===== src/rtl/serial_adder_ctrl_if.sv =====
// Request-side bundle for the bit-serial add/subtract sequencer.
// The requesting datapath holds the master modport; the sequencer holds the slave modport.
interface serial_adder_ctrl_if #(
    parameter int WIDTH = 8
);
    // Handshake: a request is taken on a rising edge where start=1 and ready=1.
    // Otherwise start is ignored. done pulses for one cycle when Sum/Cout/Ovf become valid.
    logic             start;
    logic             sub;
    logic [WIDTH-1:0] A_in;
    logic [WIDTH-1:0] B_in;
    logic             ready;
    logic             busy;
    logic             done;
    logic [WIDTH-1:0] Sum;
    logic             Cout;
    logic             Ovf;

    modport master (
        output start, sub, A_in, B_in,
        input  ready, busy, done, Sum, Cout, Ovf
    );

    modport slave (
        input  start, sub, A_in, B_in,
        output ready, busy, done, Sum, Cout, Ovf
    );
endinterface


===== src/rtl/serial_adder_ctrl.sv =====
// Bit-serial add/subtract sequencer driving one external 1-bit full-adder slice, LSB first.
// Subtraction is A + ~B + 1, with the +1 supplied as the initial carry-in.
module serial_adder_ctrl #(
    parameter int WIDTH = 8
) (
    input  logic                   clk,
    input  logic                   rst_n,
    serial_adder_ctrl_if.slave     req,
    output logic                   fa_a,
    output logic                   fa_b,
    output logic                   fa_cin,
    input  logic                   fa_sum,
    input  logic                   fa_cout,
    output logic [1:0]             state_o
);
    localparam int CW = (WIDTH > 2) ? $clog2(WIDTH) : 1;
    localparam logic [CW-1:0] LAST = CW'(WIDTH - 1);

    typedef enum logic [1:0] {
        IDLE = 2'd0,
        RUN  = 2'd1,
        DONE = 2'd2
    } state_t;

    state_t           state_q;
    logic [WIDTH-1:0] a_sh_q;
    logic [WIDTH-1:0] b_sh_q;
    logic [WIDTH-1:0] sum_q;
    logic [CW-1:0]    cnt_q;
    logic             c_q;
    logic             cout_q;
    logic             ovf_q;
    logic             ready_q;
    logic             busy_q;
    logic             done_q;

    always_ff @(posedge clk or negedge rst_n) begin
        if (!rst_n) begin
            state_q <= IDLE;
            a_sh_q  <= '0;
            b_sh_q  <= '0;
            sum_q   <= '0;
            cnt_q   <= '0;
            c_q     <= 1'b0;
            cout_q  <= 1'b0;
            ovf_q   <= 1'b0;
            ready_q <= 1'b1;
            busy_q  <= 1'b0;
            done_q  <= 1'b0;
        end else begin
            case (state_q)
                IDLE: begin
                    if (req.start) begin
                        a_sh_q  <= req.A_in;
                        b_sh_q  <= req.sub ? ~req.B_in : req.B_in;
                        c_q     <= req.sub;
                        cnt_q   <= '0;
                        sum_q   <= '0;
                        state_q <= RUN;
                        ready_q <= 1'b0;
                        busy_q  <= 1'b1;
                    end
                end
                RUN: begin
                    sum_q  <= {fa_sum, sum_q[WIDTH-1:1]};
                    a_sh_q <= a_sh_q >> 1;
                    b_sh_q <= b_sh_q >> 1;
                    c_q    <= fa_cout;
                    // c_q still holds the carry into the MSB on the last bit.
                    if (cnt_q == LAST) begin
                        cout_q  <= fa_cout;
                        ovf_q   <= c_q ^ fa_cout;
                        state_q <= DONE;
                        busy_q  <= 1'b0;
                        done_q  <= 1'b1;
                    end else begin
                        cnt_q <= cnt_q + 1'b1;
                    end
                end
                DONE: begin
                    state_q <= IDLE;
                    done_q  <= 1'b0;
                    ready_q <= 1'b1;
                end
                default: begin
                    state_q <= IDLE;
                    ready_q <= 1'b1;
                    busy_q  <= 1'b0;
                    done_q  <= 1'b0;
                end
            endcase
        end
    end

    // busy_q is high exactly in RUN, so it gates the slice inputs to zero elsewhere.
    assign fa_a    = busy_q & a_sh_q[0];
    assign fa_b    = busy_q & b_sh_q[0];
    assign fa_cin  = busy_q & c_q;

    assign req.ready = ready_q;
    assign req.busy  = busy_q;
    assign req.done  = done_q;
    assign req.Sum   = sum_q;
    assign req.Cout  = cout_q;
    assign req.Ovf   = ovf_q;
    assign state_o   = state_q;
endmodule


===== src/flat_wrapper.sv =====
// flat-port wrapper written by rule: the top's interface ports become plain ports
module serial_adder_ctrl_flat 
#(
    parameter int WIDTH = 8
)
  (clk, rst_n, fa_a, fa_b, fa_cin, fa_sum, fa_cout, state_o, req_start, req_sub, req_A_in, req_B_in, req_ready, req_busy, req_done, req_Sum, req_Cout, req_Ovf);
  serial_adder_ctrl_if #(.WIDTH(WIDTH)) req_i ();
  input  logic clk;
  input  logic rst_n;
  output logic fa_a;
  output logic fa_b;
  output logic fa_cin;
  input  logic fa_sum;
  input  logic fa_cout;
  output logic [1:0] state_o;
  input wire logic [$bits(req_i.start)-1:0] req_start;
  input wire logic [$bits(req_i.sub)-1:0] req_sub;
  input wire logic [$bits(req_i.A_in)-1:0] req_A_in;
  input wire logic [$bits(req_i.B_in)-1:0] req_B_in;
  output wire logic [$bits(req_i.ready)-1:0] req_ready;
  output wire logic [$bits(req_i.busy)-1:0] req_busy;
  output wire logic [$bits(req_i.done)-1:0] req_done;
  output wire logic [$bits(req_i.Sum)-1:0] req_Sum;
  output wire logic [$bits(req_i.Cout)-1:0] req_Cout;
  output wire logic [$bits(req_i.Ovf)-1:0] req_Ovf;
  assign req_i.start = req_start;
  assign req_i.sub = req_sub;
  assign req_i.A_in = req_A_in;
  assign req_i.B_in = req_B_in;
  assign req_ready = req_i.ready;
  assign req_busy = req_i.busy;
  assign req_done = req_i.done;
  assign req_Sum = req_i.Sum;
  assign req_Cout = req_i.Cout;
  assign req_Ovf = req_i.Ovf;
  serial_adder_ctrl #(.WIDTH(WIDTH)) u_core (.clk(clk), .rst_n(rst_n), .req(req_i), .fa_a(fa_a), .fa_b(fa_b), .fa_cin(fa_cin), .fa_sum(fa_sum), .fa_cout(fa_cout), .state_o(state_o));
endmodule

===== config.mk =====
export PLATFORM = sky130hd
export DESIGN_NAME = serial_adder_ctrl_flat
export DESIGN_NICKNAME = d
export VERILOG_FILES = /design/src/rtl/serial_adder_ctrl_if.sv /design/src/rtl/serial_adder_ctrl.sv /design/src/flat_wrapper.sv
export SDC_FILE = /design/constraint.sdc
export NUM_CORES = 1
export LEC_CHECK = 0
export CAP_MARGIN = 20
export CORE_MARGIN = 10
export CORE_UTILIZATION = 52
export CTS_CLUSTER_DIAMETER = 60
export DETAILED_ROUTE_END_ITERATION = 12
export PLACE_DENSITY = 0.91
export SYNTH_ARGS = -nofsm -noshare
export SYNTH_HDL_FRONTEND = slang
export SYNTH_SLANG_ARGS = --single-unit

===== constraint.sdc =====
create_clock -name clk -period 3.6 [get_ports clk]
set_input_delay 0.54 -clock clk [delete_from_list [all_inputs] [get_ports clk]]
set_output_delay 0.54 -clock clk [all_outputs]
set_load 0.03 [all_outputs]

==> qor.yml <==
status: "complete, no violations"
syn_nets: 164
cp-start-kind: "register"
core-area_mm2: 0.002829
via_per_inst: 5.521
setup_slack_ps: 1488
final_area_mm2: 0.002039
io_buffers: 39
die-width_um: 75.06
hold_depth: 2
clk_pin_slew_worst_paths_ps: 100
synthXorXnorAreaFrac_pct: 5.000
synthAdderAreaFrac_pct: 1.587
cp_num_buf_inv: 1
ff2ff_path_depth: 4
grt_pass1_vias: 1293
ys.flop_type: "dfrtp_1"
holdCritStartpoint: "u_core.a_sh_q[0]$_DFFE_PN0P_"
avgRoutedWirePerCell_um: 17.00
finalPower_w: 0.001848
rsz0062_at_grt: "false"
clk_latency_ps: 330
synth_area_mm2: 0.001577
layout_commonest_cell: "clkdlybuf4s50_1"
ys_ff_latch: 35
synth_area_leader_cell: "dfrtp_1"
synthSimpleGateAreaFrac_pct: 9.365
cp_top_family: "buffers and inverters"
clock.fmax_mhz: 473.4
overflow: 0
dp_hpwl_um: 2730
ys_types: 25
cts_buffers: 5
die_area_mm2: 0.005634
crit_type: "reg2out"
area_delta_synth_final_pct: 29.37
nNetsFinal: 204
crit_arrival_ps: 1570
cts_setup_buffers: 0
num_io_pins: 40
fp.dieH_um: 75.06
synth.mux.area_fraction_pct: 10.95
slew_headroom_pct: 48.21
diodes: 0
grt_use_total_pct: 13.51
drtPass1Iterations: 4
drive_gt1_share_pct: 7.778
initial_core_util_pct: 55.73
wl_um: 3588
synth-compound-area-share_pct: 14.13
grt_max_degree: 41
synth_top_cell_area_share_pct: 53.97
required_ps: 3060
drc_errors: 0
tns_ps: 0
place_area_mm2: 0.001983
synth_cells: 140
slowest_stage: "clkdlybuf4s50_1"
cap_violations: 0
vdd.ir_drop.worst_mv: 0.5008
worst-path-max-fanout: 10
cts.sinks: 35
h-tree-depth: 2
period_share_pct: 58.68
ys_warn_count: 0
rows: 19
drtIter0Drc: 74
syn-mean-instance-area_um2: 11.26
r2r-start: "u_core.state_o[0]$_DFFE_PN0P_"
startpoint: "u_core.state_o[1]$_DFFE_PN0P_"
cts_resized: 0
hold_class: "reg2reg"
place_ws_ps: 1691
gp_congestion: 0.7847
drtAntennaViolNets: 0
synth_top_family_by_area: "compound AO/OA/AOI/OAI gates"
clock-root-buffer: "clkbuf_4"
p_per_area_mw_per_mm2: 905.9
end_kind: "primary output"
drv_slew: 0
clock_skew_ps: 3.878
antenna_found_initial: 0
max_stage_delay_ps: 730
worst-path-stages: 1
grt_first_pass_wirelength_um: 5885
mostFrequentLayoutCells: "clkdlybuf4s50_1, dfrtp_1, nand2_1"
synth-edff-count: 0
setup_viol: 0
path_cells: "clkdlybuf4s50_1"
cellLeakagePower_nw: 0.9332
vias: 1165
worst_pin_slew_ps: 775.3
ys_seq_area_share_pct: 55.63
async_flop_share_pct: 100.0
cts_tree: "built"
ys_top_cells_by_area: "dfrtp_1, mux2i_1, a22o_1, o21ai_0, nand2_1"
cts_hold_buffers: 0
min_period_ps: 2112
clockBufferDepth: 2
finalHoldViolCount: 0
[report_power, final]
group	internal (W)	switching [W]	leakage [nW]	total (W)
sequential	0.000581	0.000131	0.434	0.000712
clock	0.0000904	0.000122	0.0341	0.000213
combinational	0.000416	0.000508	0.465	0.000923
total	0.00109	0.000761	0.933	0.00185
[registers in the layout, indices dropped and copies added (netlist names)]
name / count
u_core.b_sh_q: 8
u_core.cnt_q: 3
u_core.state_o: 2
u_core.req.ready: 1
u_core.req.Sum: 8
u_core.req.Ovf: 1
u_core.req.Cout: 1
u_core.c_q: 1
u_core.a_sh_q: 8
u_core.req.done: 1
u_core.req.busy: 1
[final timing paths]
kind,slack (ps),endpoint
hold / removal,480,u_core.a_sh_q[0]$_DFFE_PN0P_
hold reg to reg,480,u_core.a_sh_q[0]$_DFFE_PN0P_
max in group asynchronous,2660,u_core.req.ready$_DFFE_PN1P_
setup reg to reg,1690,u_core.a_sh_q[2]$_DFFE_PN0P_
min in group asynchronous,610,u_core.b_sh_q[0]$_DFFE_PN0P_
setup / recovery,1490,state_o[1]
[layer usage]
metal / track usage, % / wire (um) / vias up
li1: - / - / 555
met1: 13.63 / 1440 / 570
met2: 24.38 / 1887 / 36
met3: 5.519 / 239 / 4
met4: 5.042 / 21 / 0
met5: 0 / 0 / -
[kinds of logic after synthesis]
family,Yosys count
and+or+nand+nor,32
AOI/OAI and AO/OA,35
muxes,17
adders and majority gates,2
buffers and inverters,10
DFF,35
xor gates and xnor gates,9
[Yosys cell counts, drive strengths merged, types with 4 or more instances]
cell type	n
nor2	4
a22o	10
mux2i	15
dfrtp	34
nand2	18
a21oi	4
o21ai	17
clkbuf	4
buf	5
xor2	7
and2	4
[through the flow]
stage	instances	utilization, %	hold WS [ps]
3_5_place_dp	204	70.10	462.9
4_1_cts	211	72.09	486.1
2_1_floorplan	140	-	244.4
6_report	211	72.09	480.2
5_1_grt	211	72.09	509.6
3_3_place_gp	204	70.10	457.4
[layout make-up]
| class | instances | area, um^2 |
|---|---|---|
| clock buffer | 6 | 51.30 |
| clock inverter | 1 | 5.005 |
| fill | 207 | 789.5 |
| inverter | 1 | 3.754 |
| multi-input combinational | 95 | 650.6 |
| sequential | 35 | 877.1 |
| tap | 31 | 38.79 |
| timing repair buffer | 42 | 412.9 |
(Power assumes the default switching activity.)
